**config.mk**
```make
export PLATFORM = sky130hd
export DESIGN_NAME = icache_refill_flat
export DESIGN_NICKNAME = d
export VERILOG_FILES = /design/src/rtl/icache_refill_if.sv /design/src/rtl/icache_refill.sv /design/src/flat_wrapper.sv
export SDC_FILE = /design/constraint.sdc
export NUM_CORES = 1
export LEC_CHECK = 0
export ABC_AREA = 0
export CORE_MARGIN = 10
export CORE_UTILIZATION = 60
export DETAILED_ROUTE_END_ITERATION = 10
export PLACE_DENSITY_LB_ADDON = 0.2
export SYNTH_ARGS = -nofsm -noshare
export SYNTH_HDL_FRONTEND = slang
export SYNTH_SLANG_ARGS = --single-unit
```
**constraint.sdc**
```tcl
create_clock -name clk -period 12.6 [get_ports clk]
set_input_delay 2.52 -clock clk [delete_from_list [all_inputs] [get_ports clk]]
set_output_delay 2.52 -clock clk [all_outputs]
set_load 0.01 [all_outputs]
```
**src/rtl/icache_refill_if.sv**
```systemverilog
// Fetch-side and memory-controller-side handshake bundle for icache_refill.
// The slave modport is the cache's view; master is the surrounding pipeline/controller.
interface icache_refill_if #(
    parameter int ADDR_WIDTH = 32,
    parameter int INST_WIDTH = 32
);
    logic                  if2cache_en;
    logic [ADDR_WIDTH-1:0] if2cache_PC;
    logic                  cache2if_rdy;
    logic [INST_WIDTH-1:0] cache2if_inst;
    logic                  cache_busy;
    logic                  cache2mem_upd_en;
    logic [ADDR_WIDTH-1:0] cache2mem_PC;
    logic                  mem_busy;
    logic                  mem_rdy;
    logic [INST_WIDTH-1:0] mem2cache_inst;

    modport slave (
        input  if2cache_en, if2cache_PC, mem_busy, mem_rdy, mem2cache_inst,
        output cache2if_rdy, cache2if_inst, cache_busy, cache2mem_upd_en, cache2mem_PC
    );

    modport master (
        output if2cache_en, if2cache_PC, mem_busy, mem_rdy, mem2cache_inst,
        input  cache2if_rdy, cache2if_inst, cache_busy, cache2mem_upd_en, cache2mem_PC
    );
endinterface

```
**src/rtl/icache_refill.sv**
```systemverilog
// Direct-mapped, one-word-per-line instruction cache with single-word refill and flush drain.
// Optional hit/miss counters are built when ICACHE_STATS_EN is defined.
module icache_refill #(
    parameter int ADDR_WIDTH  = 32,
    parameter int INST_WIDTH  = 32,
    parameter int INDEX_WIDTH = 4,
    parameter int TAG_WIDTH   = ADDR_WIDTH - INDEX_WIDTH - 2
) (
    input  logic clk,
    input  logic rst_in,
    input  logic rdy_in,
    input  logic clear_in,
    icache_refill_if.slave bus
`ifdef ICACHE_STATS_EN
    ,
    output logic [31:0] hit_cnt,
    output logic [31:0] miss_cnt
`endif
);

    localparam int LINES = 1 << INDEX_WIDTH;

    typedef enum logic [1:0] {
        S_IDLE   = 2'd0,
        S_LOOKUP = 2'd1,
        S_MISS   = 2'd2,
        S_DRAIN  = 2'd3
    } state_e;

    state_e                 state_q, state_d;
    logic [ADDR_WIDTH-1:0]  req_pc_q, req_pc_d;
    logic                   if_rdy_q, if_rdy_d;
    logic [INST_WIDTH-1:0]  if_inst_q, if_inst_d;
    logic [ADDR_WIDTH-1:0]  mem_pc_q, mem_pc_d;
    logic [LINES-1:0]       valid_q;
    logic [TAG_WIDTH-1:0]   tag_q  [LINES];
    logic [INST_WIDTH-1:0]  data_q [LINES];

    logic [INDEX_WIDTH-1:0] idx_s;
    logic [TAG_WIDTH-1:0]   tag_s;
    logic                   hit_s;
    logic                   wr_en_s;
    logic                   hit_evt_s;
    logic                   miss_evt_s;
    logic                   unused_mem_busy_s;

    assign idx_s = req_pc_q[INDEX_WIDTH+1:2];
    assign tag_s = req_pc_q[ADDR_WIDTH-1:INDEX_WIDTH+2];
    assign hit_s = valid_q[idx_s] && (tag_q[idx_s] == tag_s);

    // The controller arbitrates against the LSB itself, so busy does not gate the request.
    assign unused_mem_busy_s = bus.mem_busy;

    // The refill request must drop in the mem_rdy cycle or the controller restarts the transfer.
    assign bus.cache2mem_upd_en = ((state_q == S_MISS) || (state_q == S_DRAIN)) && !bus.mem_rdy;
    assign bus.cache2mem_PC     = mem_pc_q;
    assign bus.cache2if_rdy     = if_rdy_q;
    assign bus.cache2if_inst    = if_inst_q;
    assign bus.cache_busy       = (state_q != S_IDLE);

    // Next-state, response and refill-write decode.
    always_comb begin
        state_d    = state_q;
        req_pc_d   = req_pc_q;
        if_rdy_d   = 1'b0;
        if_inst_d  = if_inst_q;
        mem_pc_d   = mem_pc_q;
        wr_en_s    = 1'b0;
        hit_evt_s  = 1'b0;
        miss_evt_s = 1'b0;
        if (rdy_in) begin
            case (state_q)
                S_IDLE: begin
                    if (bus.if2cache_en && !clear_in) begin
                        req_pc_d = bus.if2cache_PC;
                        state_d  = S_LOOKUP;
                    end else begin
                        state_d = S_IDLE;
                    end
                end
                S_LOOKUP: begin
                    if (clear_in) begin
                        state_d = S_IDLE;
                    end else if (hit_s) begin
                        if_rdy_d  = 1'b1;
                        if_inst_d = data_q[idx_s];
                        hit_evt_s = 1'b1;
                        state_d   = S_IDLE;
                    end else begin
                        mem_pc_d   = req_pc_q;
                        miss_evt_s = 1'b1;
                        state_d    = S_MISS;
                    end
                end
                S_MISS: begin
                    if (bus.mem_rdy) begin
                        wr_en_s = 1'b1;
                        state_d = S_IDLE;
                        if (!clear_in) begin
                            if_rdy_d  = 1'b1;
                            if_inst_d = bus.mem2cache_inst;
                        end else begin
                            if_rdy_d = 1'b0;
                        end
                    end else if (clear_in) begin
                        state_d = S_DRAIN;
                    end else begin
                        state_d = S_MISS;
                    end
                end
                S_DRAIN: begin
                    // The flushed word is still architecturally correct, so keep it.
                    if (bus.mem_rdy) begin
                        wr_en_s = 1'b1;
                        state_d = S_IDLE;
                    end else begin
                        state_d = S_DRAIN;
                    end
                end
                default: begin
                    state_d = S_IDLE;
                end
            endcase
        end else begin
            if_rdy_d = if_rdy_q;
        end
    end

    // Control state, request address, output registers and valid bits.
    always_ff @(posedge clk or negedge rst_in) begin
        if (!rst_in) begin
            state_q   <= S_IDLE;
            req_pc_q  <= {ADDR_WIDTH{1'b0}};
            if_rdy_q  <= 1'b0;
            if_inst_q <= {INST_WIDTH{1'b0}};
            mem_pc_q  <= {ADDR_WIDTH{1'b0}};
            valid_q   <= {LINES{1'b0}};
        end else begin
            state_q   <= state_d;
            req_pc_q  <= req_pc_d;
            if_rdy_q  <= if_rdy_d;
            if_inst_q <= if_inst_d;
            mem_pc_q  <= mem_pc_d;
            if (wr_en_s) begin
                valid_q[idx_s] <= 1'b1;
            end
        end
    end

    // Tag and data arrays carry no reset; valid bits guard them.
    always_ff @(posedge clk) begin
        if (wr_en_s) begin
            tag_q[idx_s]  <= tag_s;
            data_q[idx_s] <= bus.mem2cache_inst;
        end
    end

`ifdef ICACHE_STATS_EN
    logic [31:0] hit_cnt_q, hit_cnt_d;
    logic [31:0] miss_cnt_q, miss_cnt_d;

    // Saturating hit/miss counters.
    always_comb begin
        hit_cnt_d  = hit_cnt_q;
        miss_cnt_d = miss_cnt_q;
        if (hit_evt_s && (hit_cnt_q != 32'hFFFF_FFFF)) begin
            hit_cnt_d = hit_cnt_q + 32'd1;
        end else begin
            hit_cnt_d = hit_cnt_q;
        end
        if (miss_evt_s && (miss_cnt_q != 32'hFFFF_FFFF)) begin
            miss_cnt_d = miss_cnt_q + 32'd1;
        end else begin
            miss_cnt_d = miss_cnt_q;
        end
    end

    // Counter registers.
    always_ff @(posedge clk or negedge rst_in) begin
        if (!rst_in) begin
            hit_cnt_q  <= 32'd0;
            miss_cnt_q <= 32'd0;
        end else begin
            hit_cnt_q  <= hit_cnt_d;
            miss_cnt_q <= miss_cnt_d;
        end
    end

    assign hit_cnt  = hit_cnt_q;
    assign miss_cnt = miss_cnt_q;
`else
    logic unused_evt_s;
    assign unused_evt_s = hit_evt_s ^ miss_evt_s;
`endif

endmodule

```
**src/flat_wrapper.sv**
```systemverilog
// flat-port wrapper written by rule: the top's interface ports become plain ports
module icache_refill_flat 
#(
    parameter int ADDR_WIDTH  = 32,
    parameter int INST_WIDTH  = 32,
    parameter int INDEX_WIDTH = 4,
    parameter int TAG_WIDTH   = ADDR_WIDTH - INDEX_WIDTH - 2
)
  (clk, rst_in, rdy_in, clear_in, bus_if2cache_en, bus_if2cache_PC, bus_mem_busy, bus_mem_rdy, bus_mem2cache_inst, bus_cache2if_rdy, bus_cache2if_inst, bus_cache_busy, bus_cache2mem_upd_en, bus_cache2mem_PC);
  icache_refill_if #(.ADDR_WIDTH(ADDR_WIDTH), .INST_WIDTH(INST_WIDTH)) bus_i ();
  input  logic clk;
  input  logic rst_in;
  input  logic rdy_in;
  input  logic clear_in;
  input wire logic [$bits(bus_i.if2cache_en)-1:0] bus_if2cache_en;
  input wire logic [$bits(bus_i.if2cache_PC)-1:0] bus_if2cache_PC;
  input wire logic [$bits(bus_i.mem_busy)-1:0] bus_mem_busy;
  input wire logic [$bits(bus_i.mem_rdy)-1:0] bus_mem_rdy;
  input wire logic [$bits(bus_i.mem2cache_inst)-1:0] bus_mem2cache_inst;
  output wire logic [$bits(bus_i.cache2if_rdy)-1:0] bus_cache2if_rdy;
  output wire logic [$bits(bus_i.cache2if_inst)-1:0] bus_cache2if_inst;
  output wire logic [$bits(bus_i.cache_busy)-1:0] bus_cache_busy;
  output wire logic [$bits(bus_i.cache2mem_upd_en)-1:0] bus_cache2mem_upd_en;
  output wire logic [$bits(bus_i.cache2mem_PC)-1:0] bus_cache2mem_PC;
  assign bus_i.if2cache_en = bus_if2cache_en;
  assign bus_i.if2cache_PC = bus_if2cache_PC;
  assign bus_i.mem_busy = bus_mem_busy;
  assign bus_i.mem_rdy = bus_mem_rdy;
  assign bus_i.mem2cache_inst = bus_mem2cache_inst;
  assign bus_cache2if_rdy = bus_i.cache2if_rdy;
  assign bus_cache2if_inst = bus_i.cache2if_inst;
  assign bus_cache_busy = bus_i.cache_busy;
  assign bus_cache2mem_upd_en = bus_i.cache2mem_upd_en;
  assign bus_cache2mem_PC = bus_i.cache2mem_PC;
  icache_refill #(.ADDR_WIDTH(ADDR_WIDTH), .INST_WIDTH(INST_WIDTH), .INDEX_WIDTH(INDEX_WIDTH), .TAG_WIDTH(TAG_WIDTH)) u_core (.clk(clk), .rst_in(rst_in), .rdy_in(rdy_in), .clear_in(clear_in), .bus(bus_i));
endmodule
```
==> Word-level counts from Yosys, hierarchy flattened <==
Memory sizes are Yosys's and may differ from the RTL's.
Cells that the tools add are included.
{ "totals": {"reg_bits": 115, "ram_bits": 928, "input_bits": 71, "n_memories": 2} }
{ "memory_table": {"columns": ["memory", "words", "width", "rd", "rd_ports_with_merged_regs", "write_ports", "line", "text"], "rows": [
  ["u_core.data_q", 16, 32, 1, 0, 1, "icache_refill.sv:37", "logic [INST_WIDTH-1:0] data_q [LINES];"],
  ["u_core.tag_q", 16, 26, 1, 0, 1, "icache_refill.sv:36", "logic [TAG_WIDTH-1:0] tag_q [LINES];"]
]} }
{ "classes": {"n_lt_le_gt_ge": 2, "eq_ne": 8, "muxes": 26, "bitwise_logic": 3, "reduce_logical": 14} }
{ "op_table": {"columns": ["cell", "n"], "rows": [
  ["32-bit two-way mux", 4],
  ["32-bit one-hot mux with 2 select lines", 1],
  ["26-bit == test", 1],
  ["16-bit OR", 1],
  ["1-bit two-way mux", 13],
  ["2-bit two-way mux", 4],
  ["2-bit one-hot mux with 4 select lines", 1],
  ["2-bit != test, second input constant", 3],
  ["6-bit AND reduction", 1],
  ["4-bit by 5-bit < comparator with 1-bit output, second input constant", 1],
  ["1-bit binary-select mux with 4-bit select", 1],
  ["1-bit demux with 4-bit select", 1],
  ["2-bit == test, second input constant", 2],
  ["4-bit by 1-bit >= comparator with 1-bit output, second input constant", 1],
  ["1-bit logical AND", 4],
  ["4-bit AND reduction", 1],
  ["2-bit nonzero test", 2],
  ["3-bit AND reduction", 1],
  ["2-bit by 1-bit == test with 1-bit output, second input constant", 1],
  ["1-bit logical NOT", 2],
  ["2-bit logical NOT", 1],
  ["2-bit by 1-bit != test with 1-bit output, second input constant", 1],
  ["1-bit NOT", 2],
  ["1-bit one-hot mux with 2 select lines", 1],
  ["other kinds (2)", 2]
]} }

==> Logic depth before layout (Yosys ltp) <==
Gate-level depths: netlist (run 1).
{ "depth": {"depth_word": 6, "mapped_depth": 15, "ltp_nobuf": 9} }

==> Worst setup path before layout (run 1) <==
No wires, ideal clock.
{ "synth_timing": {"kind": "input to register", "from": "input rdy_in", "to": "memory u_core.data_q[4][0], enable pin", "setup_ps": 475, "arrival_ps": 5382, "t_required_ps": 12125, "path_slack_ps": 6743, "cell_stages": 4, "n_path_buf": 0, "path_cell_list": "nand2_1 -> nor2_1 -> nand3_1 -> nor2_1"} }
{ "synth_via": {"elab_chain_cells": 3} }
{ "synth_rtl": {"columns": ["item", "line", "text"], "rows": [
  ["from (decl)", "flat_wrapper.sv:13", "input logic rdy_in;"],
  ["1-bit two-way mux", "icache_refill.sv:71", "if (rdy_in) begin"],
  ["1-bit two-way mux", "icache_refill.sv:152", "if (wr_en_s) begin"],
  ["1-bit two-way mux (not written as such)", "icache_refill.sv:154", "data_q[idx_s] <= bus.mem2cache_inst;"],
  ["to (decl)", "icache_refill.sv:37", null]
]} }
No other way between the ends.

==> Worst setup path in the final report (run 1) <==
{ "layout_timing": {"from": "input bus_mem_rdy", "to": "output bus_cache2mem_upd_en"} }
{ "layout_via": {"elab_chain_cells": 2} }
{ "layout_rtl": {"columns": ["item", "line", "text"], "rows": [
  ["from (decl)", "flat_wrapper.sv:18", "input wire logic [$bits(bus_i.mem_rdy)-1:0] bus_mem_rdy;"],
  ["1-bit logical NOT", "icache_refill.sv:55", "assign bus.cache2mem_upd_en = ((state_q == S_MISS) || (state_q == S_DRAIN)) && !bus.mem_rdy;"],
  ["1-bit logical AND", "icache_refill.sv:55", null],
  ["to (decl)", "flat_wrapper.sv:23", "output wire logic [$bits(bus_i.cache2mem_upd_en)-1:0] bus_cache2mem_upd_en;"]
]} }
No other way between the ends.

==> impl_metrics.json, run 1 <==
{
  "dr.pass1.iters": 5,
  "clockBufferDepth": 3,
  "rows": 95,
  "netlist_area_mm2": 0.0408,
  "critPathLaunchType": "input pin",
  "routabilityCongestion": 0.801,
  "rr_worst_depth": 11,
  "layout_commonest_cell": "edfxtp_1",
  "period_share": 0.504,
  "postRouteAntennaNets": 0,
  "grt_use_total": 0.236,
  "worstReg2RegEnd": "u_core.bus.cache2if_inst[30]",
  "p_per_area_mw_per_mm2": 190,
  "setup_tns_ps": 0,
  "synth_edf_count": 928,
  "cap_violations": 0,
  "syn_inst": 1899,
  "cp_data_required_time_ps": 10080,
  "io_buffer_count": 136,
  "cts-root-buf": "clkbuf_16",
  "cts_max_level": 3,
  "die_x_um": 281,
  "overflow": 0,
  "path_clk_slew_ps": 60,
  "max_slew_margin": 0.158,
  "ioPinCount": 138,
  "fin_util": 0.691,
  "layout_common_cells": "928 x edfxtp_1, 223 x mux4_2, 135 x clkdlybuf4s50_1",
  "timing.fmax_mhz": 158,
  "cts_resized": 0,
  "die-area_mm2": 0.0789,
  "grt_max_degree": 102,
  "synth_warnings": 0,
  "vias_per_cell": 6.50,
  "ys_async_sr_fraction": 0.110,
  "post_cts_buffers": 0,
  "yosysTopAreaCell": "edfxtp_1",
  "final_layout_size_suffix_gt1_frac": 0.270,
  "ys_ff_latch": 1043,
  "r2r_slack_ps": 6420,
  "place_inst": 2852,
  "worstPathArrival_ps": 3830,
  "syn_avg_cell_area_um2": 21.5,
  "wire_per_inst_um": 30.0,
  "grt_pass1_vias": 20700,
  "min_to": "u_core.valid_q[10]",
  "setup_viol": 0,
  "synth_top_flop_cell": "edfxtp_1",
  "antenna_found_initial": 2,
  "coreArea_mm2": 0.0673,
  "initialDrtViolationCount": 2315,
  "route.detailed.drc": 0,
  "fin_crit_ps": 6350,
  "cts_made_buffers": 103,
  "die_h_um": 281,
  "yosys-top-cells-area": "edfxtp_1 68%, mux4_2 12%, dfrtp_1 7.1%, mux2_2 3.5%, mux2i_1 2.7%",
  "grt_pass1_wl_um": 136000,
  "cts_tree": "built",
  "worstMarginPinSlew_ps": 1260,
  "crit_type": "in -> out",
  "start_util": 0.607,
  "hold_slack_ps": 464,
  "netlist.area_leader.share": 0.683,
  "cp_max_fo": 4,
  "syn2layout_area_growth_pct": 13.9,
  "clk_latency_ps": 650,
  "nets": 2159,
  "skew_ps": 14.3,
  "cts_sinks": 1043,
  "ys_types": 60,
  "drv_slew": 0,
  "stdcell_count": 3042,
  "end_kind": "output port",
  "status": "completed",
  "num_vias": 19800,
  "wl_um": 91400,
  "rsz0062_at_grt": "false",
  "min_path_type": "reg -> reg",
  "r2r-start": "u_core.req_pc_q[3]",
  "hp-start": "u_core.valid_q[10]",
  "synth_nets": 1974,
  "leakagePower_nw": 15.4,
  "hold_depth": 1,
  "synth_seq_area_share": 0.753,
  "hold_viol": 0,
  "peakVddDrop_uv": 160,
  "cts_hold_buf": 0,
  "hpwlAfterDp_um": 48500
}
-- per-layer routing --
metal | global-route usage | wire, um | vias to the layer above
li1 | - | - | 8245
met3 | 0.0478 | 7060 | 165
met1 | 0.319 | 36300 | 10500
met2 | 0.387 | 45500 | 850
met4 | 0.0698 | 2550 | 2
met5 | 0 | 9 | -
-- how the worst max path moves through the flow --
stage                             from                      endpoint  slack (ps)  depth (start not counted)
finish                     bus_mem_rdy          bus_cache2mem_upd_en        6250                          3
global route        u_core.req_pc_q[2]  u_core.bus.cache2if_inst[18]        5930                         10
CTS                        bus_mem_rdy          bus_cache2mem_upd_en        6260                          3
detailed placement              rdy_in          u_core.tag_q[11][13]        6200                          6
global placement                rdy_in          u_core.tag_q[11][13]        6270                          6
floorplan                       rdy_in           u_core.data_q[4][0]        6740                          4
-- critical path, cell delays in order --
cell and delay, ps:
clkdlybuf4s50_1 480, nor2_1 240, clkdlybuf4s50_1 580
-- sequential cells by signal, indices dropped and copies added, names as in the netlist --
register	flops
u_core.bus.cache2if_rdy	1
u_core.bus.cache2if_inst	32
u_core.valid_q	16
u_core.data_q	512
u_core.state_q	2
u_core.tag_q	416
u_core.bus.cache2mem_PC	32
u_core.req_pc_q	32
-- area by class of cell --
type | instances | area (um^2)
sequential | 1043 | 30800
fill | 4099 | 20800
multi-input combinational | 741 | 9600
antenna | 1 | 2.50
inverter | 18 | 68.8
tap | 873 | 1090
clock inverter | 44 | 404
clock buffer | 145 | 2890
timing repair buffer | 177 | 1680
-- through the flow --
stage	instance area (um^2)	setup WS, ps	total power, mW
floorplan	40800	6740	5.29
global placement	43200	6270	5.88
detailed placement	43200	6200	5.92
CTS	46500	6260	8.88
global route	46500	5930	9.14
finish	46500	6250	8.83
-- synth_stat cells, types with 7 or more instances --
library cell    n
clkbuf_1       41
nor3_1          8
nand3_1         8
o21ai_0        11
inv_1          18
nor2b_1        10
mux4_2        223
o2111ai_1       7
edfxtp_1      928
buf_1          11
mux2i_1       110
buf_2          28
or2_2          18
a21oi_1        12
o211ai_1        8
buf_4           7
mux2_1         10
nand2_1        28
nor2_1         27
xor2_1         14
dfrtp_1       115
a22oi_1        29
mux2_2        128
o22ai_1         7
xnor2_1        10
-- where the power goes --
part | internal [mW] | switching [mW]
combinational | 0.851 | 0.750
clock | 1.74 | 1.26
sequential | 3.99 | 0.238
-- kinds of logic (layout without fill, tap and decap cells) --
group                      after synthesis  count (layout)  share of synthesized area
DFF                                   1043            1043                      0.753
muxes                                  471             471                      0.188
AOI/OAI and AO/OA                      124             124                     0.0231
and+or+nand+nor                        118             118                     0.0145
buffers and inverters                  115             384                     0.0147
xor gates and xnor gates                24              24                    0.00515
adders and majority gates                4               4                    0.00123
other                                    0               1                          0
(Power assumes the default switching activity.)
==> run 2, diff against run 1 <==
--- a/config.mk
+++ b/config.mk
@@ -7,7 +7,7 @@
 export LEC_CHECK = 0
 export ABC_AREA = 0
 export CORE_MARGIN = 10
-export CORE_UTILIZATION = 60
+export CORE_UTILIZATION = 55
 export DETAILED_ROUTE_END_ITERATION = 10
 export PLACE_DENSITY_LB_ADDON = 0.2
 export SYNTH_ARGS = -nofsm -noshare
==> constraint.sdc (replaced) <==
create_clock -name clk -period 5.7 [get_ports clk]
set_input_delay 1.14 -clock clk [delete_from_list [all_inputs] [get_ports clk]]
set_output_delay 1.14 -clock clk [all_outputs]
set_load 0.01 [all_outputs]
==> run 2 against run 1 <==
Net effect: total power increased by 130%; utilization decreased by 4.6 points; sequential power increased by 120%; critical path type is now reg -> reg; register-to-register slack got worse by 5700 ps; design area increased by 1.6%; sequential cell count unchanged; first-iteration DRC count decreased by 21%; die area increased by 8.4%; wire length increased by 0.67%; sequential share of layout area decreased by 1.1 points; non-clock buffer count increased by 26; hold slack got worse by 61 ps.
==> impl_metrics.json, run 2 (synthesized netlist as in run 1, its figures left out) <==
{
  "worstPathCellList": "buf_4 > mux2i_1 > nor3_1 > a2111oi_0 > o2111ai_1 > a2111oi_1 > a31oi_1 > nand2_2 > buf_12 > mux2_2",
  "syn2layout_area_growth_pct": 15.8,
  "crit_family": "compound AO/OA/AOI/OAI gates",
  "largest_reg_flops": 512,
  "layout_commonest_cell": "edfxtp_1",
  "hold_viol": 0,
  "cts_hold_buf": 0,
  "cp_data_required_time_ps": 6220,
  "p_per_area_mw_per_mm2": 424,
  "r2r_slack_ps": 720,
  "cts_sinks": 1043,
  "coreArea_mm2": 0.0732,
  "fin_crit_ps": 4980,
  "worstReg2RegEnd": "u_core.bus.cache2mem_PC[21]",
  "leakagePower_nw": 15.7,
  "critPathSlowestCell": "dfrtp_4",
  "top_regs": "u_core.data_q: 512 flops, u_core.tag_q: 416 flops",
  "grt_pass1_vias": 21000,
  "cts_resized": 0,
  "max_slew_margin": 0.348,
  "crit_type": "reg -> reg",
  "cap_violations": 0,
  "antenna_found_initial": 2,
  "clockBufferDepth": 3,
  "peakVddDrop_uv": 297,
  "vias_per_cell": 6.26,
  "initialDrtViolationCount": 1824,
  "rows": 99,
  "drv_slew": 0,
  "end_kind": "flop",
  "route.detailed.drc": 0,
  "ioPinCount": 138,
  "grt_use_total": 0.216,
  "r2r-start": "u_core.req_pc_q[2]",
  "hpwlAfterDp_um": 51000,
  "layout_common_cells": "928 x edfxtp_1, 223 x mux4_2, 135 x clkdlybuf4s50_1",
  "period_share": 0.874,
  "io_buffer_count": 136,
  "postRouteAntennaNets": 0,
  "post_cts_buffers": 0,
  "dr.pass1.iters": 5,
  "cts_max_level": 3,
  "regMostFlops": "u_core.data_q",
  "overflow": 0,
  "diodes": 0,
  "setup_tns_ps": 0,
  "cpPeakStageDelay_ps": 1010,
  "status": "completed",
  "min_path_type": "in -> async",
  "fin_total_pwr_mw": 20.1,
  "cp_max_fo": 48,
  "place_area_mm2": 0.0437,
  "critPathLaunchType": "flop",
  "hold_slack_ps": 404,
  "cts_made_buffers": 104,
  "nets": 2186,
  "num_vias": 19800,
  "setup_viol": 0,
  "clk_latency_ps": 650,
  "critPathBufInv": 2,
  "wire_per_inst_um": 29.1,
  "die-area_mm2": 0.0855,
  "skew_ps": 17.0,
  "rr_worst_depth": 10,
  "place_ws_ps": 772,
  "grt_pass1_wl_um": 138000,
  "rsz0062_at_grt": "false",
  "setup_ws_ps": 720,
  "path_clk_slew_ps": 60,
  "start_util": 0.558,
  "final_area_mm2": 0.0473,
  "worstPathArrival_ps": 5500,
  "grt_max_degree": 107,
  "routabilityCongestion": 0.819,
  "wl_um": 92000,
  "die_h_um": 292,
  "final_layout_size_suffix_gt1_frac": 0.284,
  "die_x_um": 292,
  "timing.fmax_mhz": 201,
  "worstMarginPinSlew_ps": 977,
  "cts-root-buf": "clkbuf_16",
  "cts_tree": "built"
}
## run 2: worst max-delay path by stage
stage,startpoint,end,slack [ps],cells after the start
2_1_floorplan,u_core.req_pc_q[5],u_core.data_q[4][0],590,8
3_3_place_gp,u_core.req_pc_q[2],u_core.bus.cache2mem_PC[21],770,10
3_5_place_dp,u_core.req_pc_q[2],u_core.bus.cache2mem_PC[21],770,12
4_1_cts,u_core.req_pc_q[2],u_core.bus.cache2mem_PC[21],750,12
5_1_grt,u_core.req_pc_q[2],u_core.bus.cache2mem_PC[21],530,12
6_report,u_core.req_pc_q[2],u_core.bus.cache2mem_PC[21],720,10
## run 2: through the flow
step / std cells / util
2_1_floorplan: 1899 / -
3_3_place_gp: 2964 / 0.596
3_5_place_dp: 2964 / 0.596
4_1_cts: 3160 / 0.645
5_1_grt: 3160 / 0.645
6_report: 3160 / 0.645
## run 2: power by group
| group | switching [mW] | internal (mW) | leakage (nW) |
|---|---|---|---|
| sequential | 0.527 | 8.83 | 9.77 |
| clock | 2.81 | 4.29 | 1.75 |
| combinational | 1.66 | 1.93 | 4.22 |
| total | 5.00 | 15.1 | 15.7 |
## run 2: worst register-to-register path, cell delays in order, from the launching register on
cell and delay, ps:
dfrtp_4 1010, buf_4 440, mux2i_1 290, nor3_1 70
a2111oi_0 830, o2111ai_1 170, a2111oi_1 620, a31oi_1 340
nand2_2 430, buf_12 270, mux2_2 390
## run 2: layer usage
| metal | part of all wire | global-route usage | vias up |
|---|---|---|---|
| li1 | - | - | 8308 |
| met1 | 0.41 | 0.294 | 10500 |
| met2 | 0.50 | 0.357 | 770 |
| met3 | 0.069 | 0.0383 | 152 |
| met4 | 0.024 | 0.0656 | 2 |
| met5 | 0.00014 | 0 | - |
## run 2: cell type report
type | instances | area (um^2)
well taps | 959 | 1200
clock buffers | 144 | 2910
flip-flops and latches | 1043 | 30800
inverters | 18 | 68.8
repair buffers | 203 | 2030
clock inverters | 52 | 686
multi-input cells | 741 | 9600
fillers | 4839 | 26000
==> run 3, diff against run 2 <==
--- a/config.mk
+++ b/config.mk
@@ -7,9 +7,9 @@
 export LEC_CHECK = 0
 export ABC_AREA = 0
 export CORE_MARGIN = 10
-export CORE_UTILIZATION = 55
+export CORE_UTILIZATION = 50
 export DETAILED_ROUTE_END_ITERATION = 10
-export PLACE_DENSITY_LB_ADDON = 0.2
+export PLACE_DENSITY = 0.8
 export SYNTH_ARGS = -nofsm -noshare
 export SYNTH_HDL_FRONTEND = slang
 export SYNTH_SLANG_ARGS = --single-unit
==> run 3 against run 2 <==
Net effect: utilization is 5.9 points lower; register-to-register slack got worse by 140 ps; wire length grew 4.7%; fmax shrank 2.7%; largest cell class unchanged; largest power group unchanged.
==> impl_metrics.json, run 3 (synthesized netlist as in run 1, its figures left out) <==
{
  "syn2layout_area_growth_pct": 15.8,
  "hold_viol": 0,
  "num_vias": 20400,
  "initialDrtViolationCount": 2518,
  "cts_hold_buf": 0,
  "critPathSlowestCell": "dfrtp_4",
  "cpPeakStageDelay_ps": 910,
  "worstPathArrival_ps": 5640,
  "fin_total_pwr_mw": 20.0,
  "cp_data_required_time_ps": 6220,
  "route.detailed.drc": 0,
  "min_path_type": "reg -> reg",
  "max_slew_margin": 0.257,
  "crit_type": "reg -> reg",
  "cts_sinks": 1043,
  "fin_crit_ps": 5120,
  "grt_max_degree": 115,
  "io_buffer_count": 136,
  "grt_pass1_wl_um": 144000,
  "pwr-share-comb": 0.182,
  "wire_per_inst_um": 29.6,
  "layout_common_cells": "928 x edfxtp_1, 223 x mux4_2, 135 x clkdlybuf4s50_1",
  "leakagePower_nw": 15.7,
  "worstPathCellList": "buf_12 > mux2i_1 > a32oi_1 > nand2_1 > a2111oi_0 > o2111ai_1 > nor4_2 > a31oi_1 > nand2_2 > buf_12 > mux2_2",
  "die-area_mm2": 0.0935,
  "cp_max_fo": 47,
  "period_share": 0.898,
  "grt_use_total": 0.205,
  "path_clk_slew_ps": 60,
  "die_h_um": 306,
  "worstMarginPinSlew_ps": 1110,
  "drv_slew": 0,
  "hpwlAfterDp_um": 52300,
  "p_sw_frac": 0.255,
  "nets": 2177,
  "cts_tree": "built",
  "fin_util": 0.586,
  "rsz0062_at_grt": "false",
  "clk_latency_ps": 670,
  "cts_resized": 0,
  "die_x_um": 306,
  "timing.fmax_mhz": 195,
  "layout_commonest_cell": "edfxtp_1",
  "post_cts_buffers": 0,
  "top_regs": "u_core.data_q: 512 flops, u_core.tag_q: 416 flops",
  "peakVddDrop_uv": 292,
  "p_per_area_mw_per_mm2": 423,
  "cts_made_buffers": 101,
  "critPathLaunchType": "flop",
  "power.internal_mw": 14.9,
  "final_layout_size_suffix_gt1_frac": 0.285,
  "p_sw_mw": 5.09,
  "largest_reg_flops": 512,
  "crit_top_cell": "buf_12",
  "setup_tns_ps": 0,
  "status": "completed",
  "dr.pass1.iters": 5,
  "cts_max_level": 3,
  "power_frac_seq": 0.468,
  "overflow": 0,
  "antenna_found_initial": 11,
  "coreArea_mm2": 0.0807,
  "vias_per_cell": 6.26,
  "start_util": 0.506,
  "end_kind": "flop",
  "grt_pass1_vias": 21400,
  "postRouteAntennaNets": 0,
  "wl_um": 96300,
  "rows": 104,
  "regMostFlops": "u_core.data_q",
  "clockBufferDepth": 3,
  "routabilityCongestion": 0.846,
  "setup_viol": 0,
  "ioPinCount": 138,
  "cap_violations": 0,
  "pwr-share-clk": 0.350,
  "cts-root-buf": "clkbuf_16",
  "skew_ps": 32.7
}
[run 3: cell count changes in the layout (fill, tap and decap cells not counted), sizes merged]
cell	change
bufinv	+1
clkinvlp	+2
diode	+6
clkbuf	-21
buf	-6
clkinv	+12
[run 3: per-layer routing]
layer,vias up,GRT usage,share of wire
li1,8306,-,-
met1,10700,0.277,0.38
met2,1115,0.330,0.50
met3,218,0.0460,0.090
met4,12,0.0672,0.027
met5,-,0,0.00092
[run 3: final timing paths]
kind	start	to	slack, ps	depth (start not counted)
min in group asynchronous	rst_in	u_core.bus.cache2if_inst[8]	480	1
min	u_core.valid_q[11]	u_core.valid_q[11]	470	1
max in group asynchronous	rst_in	u_core.req_pc_q[3]	4160	2
max	u_core.req_pc_q[2]	u_core.bus.cache2mem_PC[17]	580	11
max reg2reg	u_core.req_pc_q[2]	u_core.bus.cache2mem_PC[17]	580	11
min reg2reg	u_core.valid_q[11]	u_core.valid_q[11]	470	1
[run 3: critical path, delay by kind of cell (launching register included)]
family	cells	cell delay [ps]
AO/OA/AOI/OAI	4	1810
AND/OR/NAND/NOR	3	1040
flip-flops	1	910
buffers and inverters	2	650
multiplexers	2	490
[run 3: layout make-up]
cell class,instances,area (um^2)
well taps,1060,1330
clock inverters,67,813
fillers,5546,33400
multi-input cells,741,9600
clock buffers,123,2710
inverters,18,68.8
flip-flops and latches,1043,30800
diodes,6,15.0
repair buffers,197,1980
[run 3: metrics by stage]
stage	worst slack, ps	cell area (um^2)	instances	hold slack, ps
finish	584	47300	3255	472
global route	376	47300	3252	487
CTS	495	47300	3249	471
detailed placement	851	43700	3059	451
global placement	765	43700	3059	445
floorplan	588	40800	1899	434
[run 3: power by group through the flow]
stage / registers, mW / logic [mW] / clock network, mW
floorplan: 9.37 / 2.32 / 0
global route: 9.41 / 3.88 / 7.41
detailed placement: 9.50 / 3.63 / 0
CTS: 9.34 / 3.69 / 7.09
finish: 9.35 / 3.64 / 7.01
global placement: 9.46 / 3.55 / 0
